`src/rtl/mem_read_dualrail_issuer.sv`:
```
// rtl/mem_read_dualrail_issuer.sv - queued byte reads re-issued as dual-rail four-phase words to the demux
// Optional ack timeout with sticky err: define MEM_READ_ACK_TIMEOUT_EN.
module mem_read_dualrail_issuer #(
   parameter int ADDR_W      = 8,
   parameter int DEPTH       = 4,
   parameter int SYNC_STAGES = 2,
   parameter int TIMEOUT_CYC = 255
) (
   input  logic              clk,
   input  logic              rst,
   input  logic              req_valid,
   output logic              req_ready,
   input  logic [ADDR_W-1:0] req_addr,
   input  logic              req_dest,
   output logic              mem_req,
   output logic [ADDR_W-1:0] mem_addr,
   input  logic [7:0]        mem_rdata,
   input  logic              mem_rvalid,
   output logic [15:0]       data_out,
   output logic [1:0]        ph0,
   input  logic              ack_instr,
   input  logic              ack_cache,
   output logic              busy,
   output logic              err
);

   localparam int PTR_W = $clog2(DEPTH);
   localparam logic [PTR_W:0] FULL_CNT = (PTR_W + 1)'(DEPTH);

   localparam logic [1:0] IDLE     = 2'd0;
   localparam logic [1:0] MEM_WAIT = 2'd1;
   localparam logic [1:0] WAIT_HI  = 2'd2;
   localparam logic [1:0] WAIT_LO  = 2'd3;

   if (DEPTH < 2 || (DEPTH & (DEPTH - 1)) != 0 || SYNC_STAGES < 2 || TIMEOUT_CYC < 1) begin : g_bad_params
      $error("mem_read_dualrail_issuer: illegal parameter set");
   end

   logic [ADDR_W:0]        fifo_mem [DEPTH];
   logic [PTR_W-1:0]       wr_ptr;
   logic [PTR_W-1:0]       rd_ptr;
   logic [PTR_W:0]         count;
   logic [SYNC_STAGES-1:0] sync_instr;
   logic [SYNC_STAGES-1:0] sync_cache;
   logic [1:0]             state;
   logic [1:0]             state_nxt;
   logic                   push;
   logic                   pop;
   logic                   issue;
   logic                   load_data;
   logic                   go_null;
   logic                   fifo_empty;
   logic                   head_dest;
   logic [ADDR_W-1:0]      head_addr;
   logic                   ack_sel;
   logic [15:0]            enc;

   assign fifo_empty = (count == '0);
   assign req_ready  = (count != FULL_CNT);
   assign push       = req_valid && req_ready;
   assign head_addr  = fifo_mem[rd_ptr][ADDR_W-1:0];
   assign head_dest  = fifo_mem[rd_ptr][ADDR_W];
   assign ack_sel    = head_dest ? sync_cache[SYNC_STAGES-1] : sync_instr[SYNC_STAGES-1];
   assign busy       = !fifo_empty || (state != IDLE);

   always_ff @(posedge clk) begin
      if (rst) begin
         sync_instr <= '0;
         sync_cache <= '0;
      end else begin
         sync_instr <= {sync_instr[SYNC_STAGES-2:0], ack_instr};
         sync_cache <= {sync_cache[SYNC_STAGES-2:0], ack_cache};
      end
   end

   always_ff @(posedge clk) begin
      if (push) fifo_mem[wr_ptr] <= {req_dest, req_addr};
   end

   always_ff @(posedge clk) begin
      if (rst) begin
         wr_ptr <= '0;
         rd_ptr <= '0;
         count  <= '0;
      end else begin
         if (push) wr_ptr <= wr_ptr + 1'b1;
         if (pop)  rd_ptr <= rd_ptr + 1'b1;
         case ({push, pop})
            2'b10:   count <= count + 1'b1;
            2'b01:   count <= count - 1'b1;
            default: count <= count;
         endcase
      end
   end

   // true rail on the odd bit, false rail on the even bit of each pair
   always_comb begin
      enc = '0;
      for (int i = 0; i < 8; i++) begin
         enc[2*i+1] = mem_rdata[i];
         enc[2*i]   = ~mem_rdata[i];
      end
   end

`ifdef MEM_READ_ACK_TIMEOUT_EN
   localparam int CNT_W = $clog2(TIMEOUT_CYC + 1);
   logic [CNT_W-1:0] wait_cnt;
   logic             timeout;
   logic             set_err;
   logic             err_q;

   assign timeout = ((state == WAIT_HI) || (state == WAIT_LO)) &&
                    (wait_cnt == CNT_W'(TIMEOUT_CYC - 1));
`endif

   always_comb begin
      state_nxt = state;
      issue     = 1'b0;
      load_data = 1'b0;
      go_null   = 1'b0;
      pop       = 1'b0;
`ifdef MEM_READ_ACK_TIMEOUT_EN
      set_err   = 1'b0;
`endif
      case (state)
         IDLE: begin
            if (!fifo_empty && !ack_sel) begin
               issue     = 1'b1;
               state_nxt = MEM_WAIT;
            end
         end
         MEM_WAIT: begin
            if (mem_rvalid) begin
               load_data = 1'b1;
               state_nxt = WAIT_HI;
            end
         end
         WAIT_HI: begin
            if (ack_sel) begin
               go_null   = 1'b1;
               state_nxt = WAIT_LO;
            end
`ifdef MEM_READ_ACK_TIMEOUT_EN
            else if (timeout) begin
               go_null   = 1'b1;
               pop       = 1'b1;
               set_err   = 1'b1;
               state_nxt = IDLE;
            end
`endif
         end
         default: begin
            if (!ack_sel) begin
               pop       = 1'b1;
               state_nxt = IDLE;
            end
`ifdef MEM_READ_ACK_TIMEOUT_EN
            else if (timeout) begin
               pop       = 1'b1;
               set_err   = 1'b1;
               state_nxt = IDLE;
            end
`endif
         end
      endcase
   end

   always_ff @(posedge clk) begin
      if (rst) state <= IDLE;
      else     state <= state_nxt;
   end

   always_ff @(posedge clk) begin
      if (rst) begin
         mem_req  <= 1'b0;
         mem_addr <= '0;
      end else begin
         mem_req <= issue;
         if (issue) mem_addr <= head_addr;
      end
   end

   // word and destination rails change on the same edge so no partial wavefront is seen
   always_ff @(posedge clk) begin
      if (rst) begin
         data_out <= '0;
         ph0      <= 2'b00;
      end else if (load_data) begin
         data_out <= enc;
         ph0      <= head_dest ? 2'b10 : 2'b01;
      end else if (go_null) begin
         data_out <= '0;
         ph0      <= 2'b00;
      end
   end

`ifdef MEM_READ_ACK_TIMEOUT_EN
   always_ff @(posedge clk) begin
      if (rst || (state_nxt != state)) wait_cnt <= '0;
      else if ((state == WAIT_HI) || (state == WAIT_LO)) wait_cnt <= wait_cnt + 1'b1;
   end

   always_ff @(posedge clk) begin
      if (rst)          err_q <= 1'b0;
      else if (set_err) err_q <= 1'b1;
   end

   assign err = err_q;
`else
   assign err = 1'b0;
`endif

endmodule

```
`config.mk`:
```
export PLATFORM = sky130hd
export DESIGN_NAME = mem_read_dualrail_issuer
export DESIGN_NICKNAME = d
export VERILOG_FILES = /design/src/rtl/mem_read_dualrail_issuer.sv
export SDC_FILE = /design/constraint.sdc
export NUM_CORES = 1
export LEC_CHECK = 0
export ABC_AREA = 1
export BUFFER_PORTS_ARGS = -buffer_cell sky130_fd_sc_hd__buf_2
export CAP_MARGIN = 20
export CORE_MARGIN = 2
export CORE_UTILIZATION = 35
export DETAILED_ROUTE_END_ITERATION = 10
export PLACE_DENSITY = 0.54
export SETUP_SLACK_MARGIN = 0.05
export SLEW_MARGIN = 0
export SYNTH_ARGS = -nofsm -noshare
export SYNTH_HDL_FRONTEND = slang
export SYNTH_SLANG_ARGS = --single-unit
```
`constraint.sdc`:
```
create_clock -name clk -period 2.22 [get_ports clk]
set_clock_uncertainty 0.15 [all_clocks]
set_input_delay 0 -clock clk [delete_from_list [all_inputs] [get_ports clk]]
set_output_delay 0 -clock clk [all_outputs]
set_load 0.005 [all_outputs]
```
; Word level (Yosys, flattened, before mapping)
; Memory sizes are Yosys's and may differ from the RTL's. A register that Yosys moved wholly into a read port is not among the register bits.
; Index checks and enable logic that the tools add are counted.
[classes]
addsub = 4
n_eq_ne = 9
mux = 24
n_bitwise = 8
n_reduce_logical = 12
[ops]
columns = op, n
row1 = $mux W16, 2
row2 = $mux W2, 9
row3 = $mux W1, 11
row4 = $not A1 Y1, 8
row5 = $ne A2 B2 Y1 const B, 3
row6 = $pmux W2 S3, 1
row7 = $pmux W3 S2, 1
row8 = $reduce_bool A2 Y1, 3
row9 = $add A2 B1 Y2 const B, 2
row10 = $eq A2 B1 Y1 const B, 2
row11 = $eq A2 B2 Y1 const B, 2
row12 = $ne A4 B1 Y1 const B, 1
row13 = $reduce_and A4 Y1, 1
row14 = $add A3 B1 Y3 const B, 1
row15 = $logic_not A3 Y1, 1
row16 = $ne A3 B3 Y1 const B, 1
row17 = $reduce_or A3 Y1, 1
row18 = $sub A3 B1 Y3 const B, 1
row19 = $logic_and A1 B1 Y1, 2
row20 = $logic_not A1 Y1, 2
row21 = $logic_not A2 Y1, 1
row22 = $logic_or A1 B1 Y1, 1
[totals]
reg_bits = 40
ram_bits = 36
in_bits = 23
output_inout_bits = 30
elab_cells = 68
memories = 1
[memory_table]
columns = name, words, width, read_ports, rd_clocked_by_memory_dff, write_ports, line_no
row1 = fifo_mem, 4, 9, 1, 1, 1, 39  ; logic [ADDR_W:0] fifo_mem [DEPTH];

; Logic depth before layout (Yosys ltp)
; Gate-level depths: netlist (run 1).
[logic_depth]
depth_word = 5
ltp_mapped = 16
depth_no_buf = 15

; Least setup slack after synthesis (run 1)
; No wires, ideal clock.
[synth_timing]
path_type = register to register
startpoint = register with a tool-made name
endpoint = register count[2]
arrival_ns = 1.930
required_ns = 1.948
setup_slack_ns = 0.018
path_stages_with_launch = 17
n_path_buf = 1
period_less_slack_ns = 2.202
path_cell_list = dfxtp_1 > buf_6 > inv_6 > nand2_2 > nand3_4 > nand2_4 > nand2_4 > nand2_4 > nand2_1 > inv_2 > ha_1 > inv_1 > fa_1 > a21oi_1 > o21ai_0 > o21ai_0 > a21oi_1
[synth_rtl]
columns = item, line_no
row1 = end signal: assignment, 89  ; 2'b10: count <= count + 1'b1;
row2 = end signal: assignment, 90  ; 2'b01: count <= count - 1'b1;
row3 = end signal: assignment, 91  ; default: count <= count;
row4 = end: declaration, 42  ; logic [PTR_W:0] count;

==> results by group, run 1 <==
STA
  – Final setup viols: 0
  – Final period util: 0.943
  – Final Hold Fails: 0
  – Min Clock Period, post-route: 2.09 ns
  – Fmax: approximately 480 MHz
  – Max Slew Vio Count: 0
  – Final worst slack: roughly 0.13 ns
  – Sum of negative setup slack: 0 ns
  – RSZ-0062 raised after global routing: yes

Setup path
  – Critical Path, Cell by Cell: nand2_1 -> nand3_4 -> nand2_4 -> nand2_4 -> nand2_4 -> nand2_2 -> inv_2 -> ha_4 -> inv_4 -> fa_2 -> a21oi_2 -> o21ai_1 -> o21ai_1 -> a21oi_1
  – Crit path to: count[2]$_SDFFE_PP0P_
  – R2R cell count: 14
  – Arr. time, crit path: roughly 2.2 ns
  – Setup crit end kind: register
  – CP most frequent cell: nand2_4
  – R2r setup slk: between 0.1 and 0.15 ns
  – Worst path max stage delay: between 0.3 and 0.4 ns
  – Worst-path fanout max: 5
  – Slowest cell on the critical path: dfxtp_4
  – Startpoint types: register
  – Critical Path RT: between 2 and 2.5 ns
  – R2R Path End: count[2]$_SDFFE_PP0P_
  – Critical Setup Path Class: register to register

Placement
  – Count of input and output buffers: 51
  – GPL Wtd Cong: between 0.7 and 0.8
  – Pre-CTS setup slack: -0.0760 ns
  – Inst Count DP: between 400 and 500
  – Detailed Place HPWL: 4480 um
  – Placed cell area: 3610 sq um

Finish
  – Finished Layout Cells: between 500 and 600
  – Share of cells above drive strength 1: 0.270
  – Antenna diode count: 0
  – Area grow syn2layout: 32.1%
  – Commonest cells after routing, fill and taps aside: 51 x buf_2, 41 x nand2_1, 39 x dfxtp_1, 38 x o21ai_0, 36 x edfxtp_1
  – Final net count: between 400 and 500
  – Commonest non-fill, non-tap cell in the layout: buf_2
  – Final instance area: ~4200 sq um

Yosys
  – Post-synthesis cell type count: 27
  – Mapped Nets: 352
  – Mapped Cells: roughly 320
  – Synth top area share: 0.340
  – Total of warnings raised by yosys: 0
  – Ranking of synthesized cells by area: edfxtp_1 34%, dfxtp_1 26%, o21ai_0 6.3%, a21oi_1 5.7%, nand2_1 5.0%
  – Syn avg cell area: around 10 sq um
  – #FFs+latches synth: 78
  – Sequential element share of the synthesized area: 0.605
  – Yosys top cell by area: edfxtp_1
  – Mapped Area: between 3000 and 4000 sq um

Global routing
  – Tot GR Track Use: 0.137
  – First-pass GRT wire length: 10600 um
  – Vias in the first global route: 2293
  – Initial antenna violation count: 0
  – Gr ovfl total: 0
  – Largest net degree at the start of global routing: 18

Floorplanning
  – Die area: between 9000 and 10000 sq um
  – Die X: around 99 um
  – Std-Cell Rows: 34
  – Core area: between 8000 and 9000 sq um
  – Die Y-Extent: 99.3 um
  – Top Ports: 53
  – Starting Density: 0.363

Detailed routing
  – WL/cell: 12.4 um
  – Antenna Nets Post-Route: 0
  – Via density: 4.62
  – DR vias: about 2.4k
  – DR pass1 iterations: 4
  – # DRC: 0
  – Routed WL: about 6600 um
  – Starting DRT DRC Count: 50

Clocking
  – Num CTS Buffers: 9
  – # H-tree levels: 3
  – CTS tree: done
  – CTS Buffer Depth: 2
  – Clock Sinks: 78
  – Root Driver: clkbuf_8
  – Reg clk slew, reported paths: around 0.08 ns
  – Clock Latency Late Sink: approximately 0.34 ns

Power and ir drop
  – Leakage: between 1.5 and 2 nW
  – Pwr Density: ~910 nW/um^2
  – Worst vdd ir: between 0.3 and 0.4 mV

Run status
  – Status: finished clean

Worst hold path
  – HP Start: req_addr[7]
  – Worst min path class: primary input to register
  – Hold Crit Depth: 2

Job
  – Number of max-cap violations: 0
-- per-layer routing --
layer / up-vias / part of all wire / GRT usage
met5: - / 0 / 0
met2: 61 / 0.45 / 0.211
met4: 0 / 0.014 / 0.0695
met1: 1122 / 0.48 / 0.180
met3: 7 / 0.054 / 0.0323
li1: 1256 / - / -
-- registers in the layout (all words and copies together), names as in the netlist, 3 cells and up, named ones only --
name,flops
count,3
mem_addr,8
data_out,16
fifo_mem,36
-- synthesized netlist by cell type (all sizes together) --
library cell,instances
a21oi,36
buf,8
clkbuf,5
clkinv,1
conb,1
dfxtp,42
edfxtp,36
fa,1
ha,9
inv,35
nand2,50
nand3,9
nand4,1
nor2,35
nor3,1
o21ai,41
o22ai,8
-- kinds of logic (layout without fill, tap and decap cells) --
family,Yosys count,after routing,share of synthesized area
compound gates,85,85,0.137
fa+ha+maj,10,10,0.0417
buf+inv,49,152,0.0701
flops,78,78,0.605
other cells,1,1,0.00118
simple gates,96,96,0.145
-- worst max-delay path: cells and delay by family (launching register included) --
family          cells  cell delay, ns
fa+ha+maj           2            0.49
simple gates        6            0.48
compound gates      4            0.39
flops               1            0.38
buf+inv             2            0.10
-- where the power goes --
| group | internal [mW] | total (mW) | switching (mW) |
|---|---|---|---|
| Clock | 0.666 | 1.16 | 0.498 |
| Sequential | 1.67 | 1.75 | 0.0765 |
| Combinational | 0.388 | 0.898 | 0.510 |
-- layout make-up --
class	count	area, sq um
well taps	108	135
flip-flops and latches	78	1930
fillers	836	4570
inverters	36	146
repair buffers	100	693
clock inverters	5	82.6
clock buffers	11	141
multi-input cells	192	1070
-- what timing repair did --
item / 4_1_cts / 5_1_grt
resized for setup: 3 / 13
setup endpoints to repair: 2 / 5
hold endpoints to repair: 63 / 0
hold buffers: 28 / 0
pin swaps: 0 / 5
setup buffers: 0 / 4
-- through the flow --
step                      hold WS [ns]   util  power (mW)
after global placement          0.0536  0.412        2.59
after detailed placement        0.0593  0.412        2.60
final                            0.256  0.479        3.81
after global routing             0.263  0.479        4.05
after floorplan                -0.0511      -        2.32
after CTS                        0.232  0.470        3.82
-- how the worst min path moves through the flow --
stage                               endpoint  slack [ns]
floorplan           fifo_mem[0][0]$_DFFE_PP_       -0.05
global placement    sync_cache[0]$_SDFF_PP0_        0.05
detailed placement  sync_cache[0]$_SDFF_PP0_        0.06
global route        fifo_mem[1][0]$_DFFE_PP_        0.26
finish              fifo_mem[0][7]$_DFFE_PP_        0.26
CTS                 fifo_mem[3][7]$_DFFE_PP_        0.23
(Power assumes the default switching activity.)
==> run 2: changes to the inputs <==
- ABC_AREA: 1 -> 0
==> results by group, run 2 <==
Detailed routing
  – # DRC: 0
  – Via density: around 4.7
  – DR vias: 2056
  – WL/cell: between 10 and 15 um
  – Routed WL: between 6000 and 7000 um
  – Antenna Nets Post-Route: 0
  – DR pass1 iterations: 4
  – Starting DRT DRC Count: 60

Yosys
  – Post-synthesis cell type count: 39
  – Synth top area share: 0.355
  – Mapped Cells: 217
  – Mapped Area: approximately 3000 sq um
  – Share of flip-flops with an asynchronous set or reset: 0
  – Yosys top cell by area: edfxtp_1
  – Most used standard cell by instance count after synthesis: dfxtp_1
  – Syn avg cell area: ~14 sq um
  – Ranking of synthesized cells by area: edfxtp_1 35%, dfxtp_1 28%, mux4_1 6.9%, ha_1 3.7%, o2bb2ai_1 2.6%
  – Main synth FF type: dfxtp_1
  – Total of warnings raised by yosys: 0
  – Post-synth EDFFs: 36
  – #FFs+latches synth: between 70 and 80
  – Mapped Nets: 250
  – Synth top cells by count: 42 x dfxtp_1, 36 x edfxtp_1, 14 x a21oi_1
  – Sequential element share of the synthesized area: 0.631

Placement
  – Pre-CTS setup slack: -0.432 ns
  – Count of input and output buffers: slightly above 50
  – Detailed Place HPWL: between 4000 and 5000 um
  – GPL Wtd Cong: 0.750
  – Inst Count DP: ~390
  – Placed cell area: 3570 sq um

Global routing
  – Gr ovfl total: 0
  – Largest net degree at the start of global routing: 20
  – Tot GR Track Use: 0.143
  – Initial antenna violation count: 0
  – First-pass GRT wire length: roughly 10000 um
  – Vias in the first global route: between 2k and 2.5k

Setup path
  – Critical Setup Path Class: register to register
  – Worst-path fanout max: 2
  – Setup crit end kind: register
  – Startpoint types: register
  – Critical Path RT: around 2.4 ns
  – Arr. time, crit path: ~2.8 ns

Clocking
  – Reg clk slew, reported paths: 0.08 ns
  – Clock Latency Late Sink: between 0.3 and 0.4 ns
  – CTS Buffer Depth: 2
  – Num CTS Buffers: 9
  – Clock Sinks: about 80
  – Root Driver: clkbuf_8
  – CTS tree: done
  – # H-tree levels: 3

Floorplanning
  – Std-Cell Rows: 34
  – Starting Density: 0.355
  – Die area: ~9500 sq um
  – Core area: between 8000 and 9000 sq um
  – Top Ports: 53
  – Die Y-Extent: around 97 um
  – Die X: 97.3 um

Finish
  – Finished Layout Cells: between 400 and 500
  – Largest regs: fifo_mem (36), data_out (16), mem_addr (8)
  – Final net count: about 360
  – Commonest non-fill, non-tap cell in the layout: buf_2
  – Commonest cells after routing, fill and taps aside: 51 x buf_2, 41 x dfxtp_1, 36 x edfxtp_1, 24 x buf_4, 23 x dlygate4sd3_1
  – Share of cells above drive strength 1: 0.383
  – Final instance area: approximately 4300 sq um
  – Area grow syn2layout: 39.6%
  – Antenna diode count: 0
  – Largest reg by FF count: fifo_mem
  – Number of flip-flops in the largest register: 36

STA
  – Final Hold Fails: 0
  – RSZ-0062 raised after global routing: yes
  – Max Slew Vio Count: 0
  – Worst-Margin Slew: between 0.5 and 0.6 ns
  – Final Hold Slack: ~0.034 ns
  – Fmax: 379 MHz
  – Min Clock Period, post-route: about 2.6 ns
  – Final setup viols: 21
  – Final worst slack: -0.421 ns
  – Slew headroom: 0.634
  – Final period util: 1.19

Run status
  – Failing checks: setup timing
  – Status: complete, but fails checks

Job
  – Number of max-cap violations: 0

Power and ir drop
  – Leakage: 1.71 nW
  – Pwr Density: just under 900 nW/um^2
  – Worst vdd ir: a little under 0.5 mV

Worst hold path
  – Worst min path class: primary input to register
[run 2: what timing repair did]
action | in CTS | in global routing
setup buffers | 1 | 8
gates resized for setup | 2 | 28
hold buffers | 23 | 0
hold endpoints to repair | 62 | 0
cloned | 0 | 2
endpoints found under the setup margin | 20 | 24
pin swaps | 1 | 11
[run 2: worst max-delay path: stages, from the launching register on]
cell and delay (ns):
dfxtp_2 0.35, mux4_2 0.52, mux2_4 0.33, nor2_4 0.12, ha_4 0.15, inv_2 0.03, fa_2 0.33, xor2_1 0.15
or3_1 0.32, a21oi_2 0.12
[run 2: path summary, 6_finish.rpt]
check | from | endpoint | slack [ns] | cells after the start
setup reg to reg | register | count[2]$_SDFFE_PP0P_ | -0.42 | 9
hold reg to reg | sync_instr[0]$_SDFF_PP0_ | sync_instr[1]$_SDFF_PP0_ | 0.30 | 1
hold / removal | req_valid | wr_ptr[0]$_SDFFE_PP0P_ | 0.03 | 5
setup / recovery | register | count[2]$_SDFFE_PP0P_ | -0.42 | 9
[run 2: area by class of cell]
cell class	instances	area, sq um
Clock buffer	9	124
Clock inverter	7	95.1
Inverter	12	45.0
Timing Repair Buffer	106	796
Sequential cell	78	1920
Tap cell	108	135
Multi-Input combinational cell	117	1130
Fill cell	785	4340
[run 2: kinds of logic (layout without fill, tap and decap cells)]
group / after synthesis / in the layout / synth area share
buf+inv: 22 / 134 / 0.0337
mux: 14 / 14 / 0.0945
xor+xnor: 3 / 3 / 0.00863
simple gates: 42 / 42 / 0.0743
flops: 78 / 78 / 0.631
compound gates: 47 / 47 / 0.113
fa+ha+maj: 10 / 10 / 0.0435
other cells: 1 / 1 / 0.00123
[run 2: stage by stage]
stage	power (mW)	TNS, ns	utilization
floorplan	2.16	-0.879	-
global placement	2.46	-0.570	0.416
detailed placement	2.47	-0.678	0.416
CTS	3.71	-0.674	0.470
global route	3.97	-4.48	0.495
finish	3.77	-2.57	0.495
[run 2: power breakdown]
group / switching (mW) / leakage [nW] / internal [mW]
combinational: 0.432 / 0.928 / 0.443
clock: 0.542 / 0.108 / 0.637
sequential: 0.0679 / 0.673 / 1.65
total: 1.04 / 1.71 / 2.73
[run 2: layer usage]
metal | track usage | vias to the layer above | part of all wire
met4 | 0.0577 | 0 | 0.013
met5 | 0 | - | 0
li1 | - | 1026 | -
met3 | 0.0417 | 6 | 0.041
met1 | 0.175 | 976 | 0.46
met2 | 0.238 | 48 | 0.49
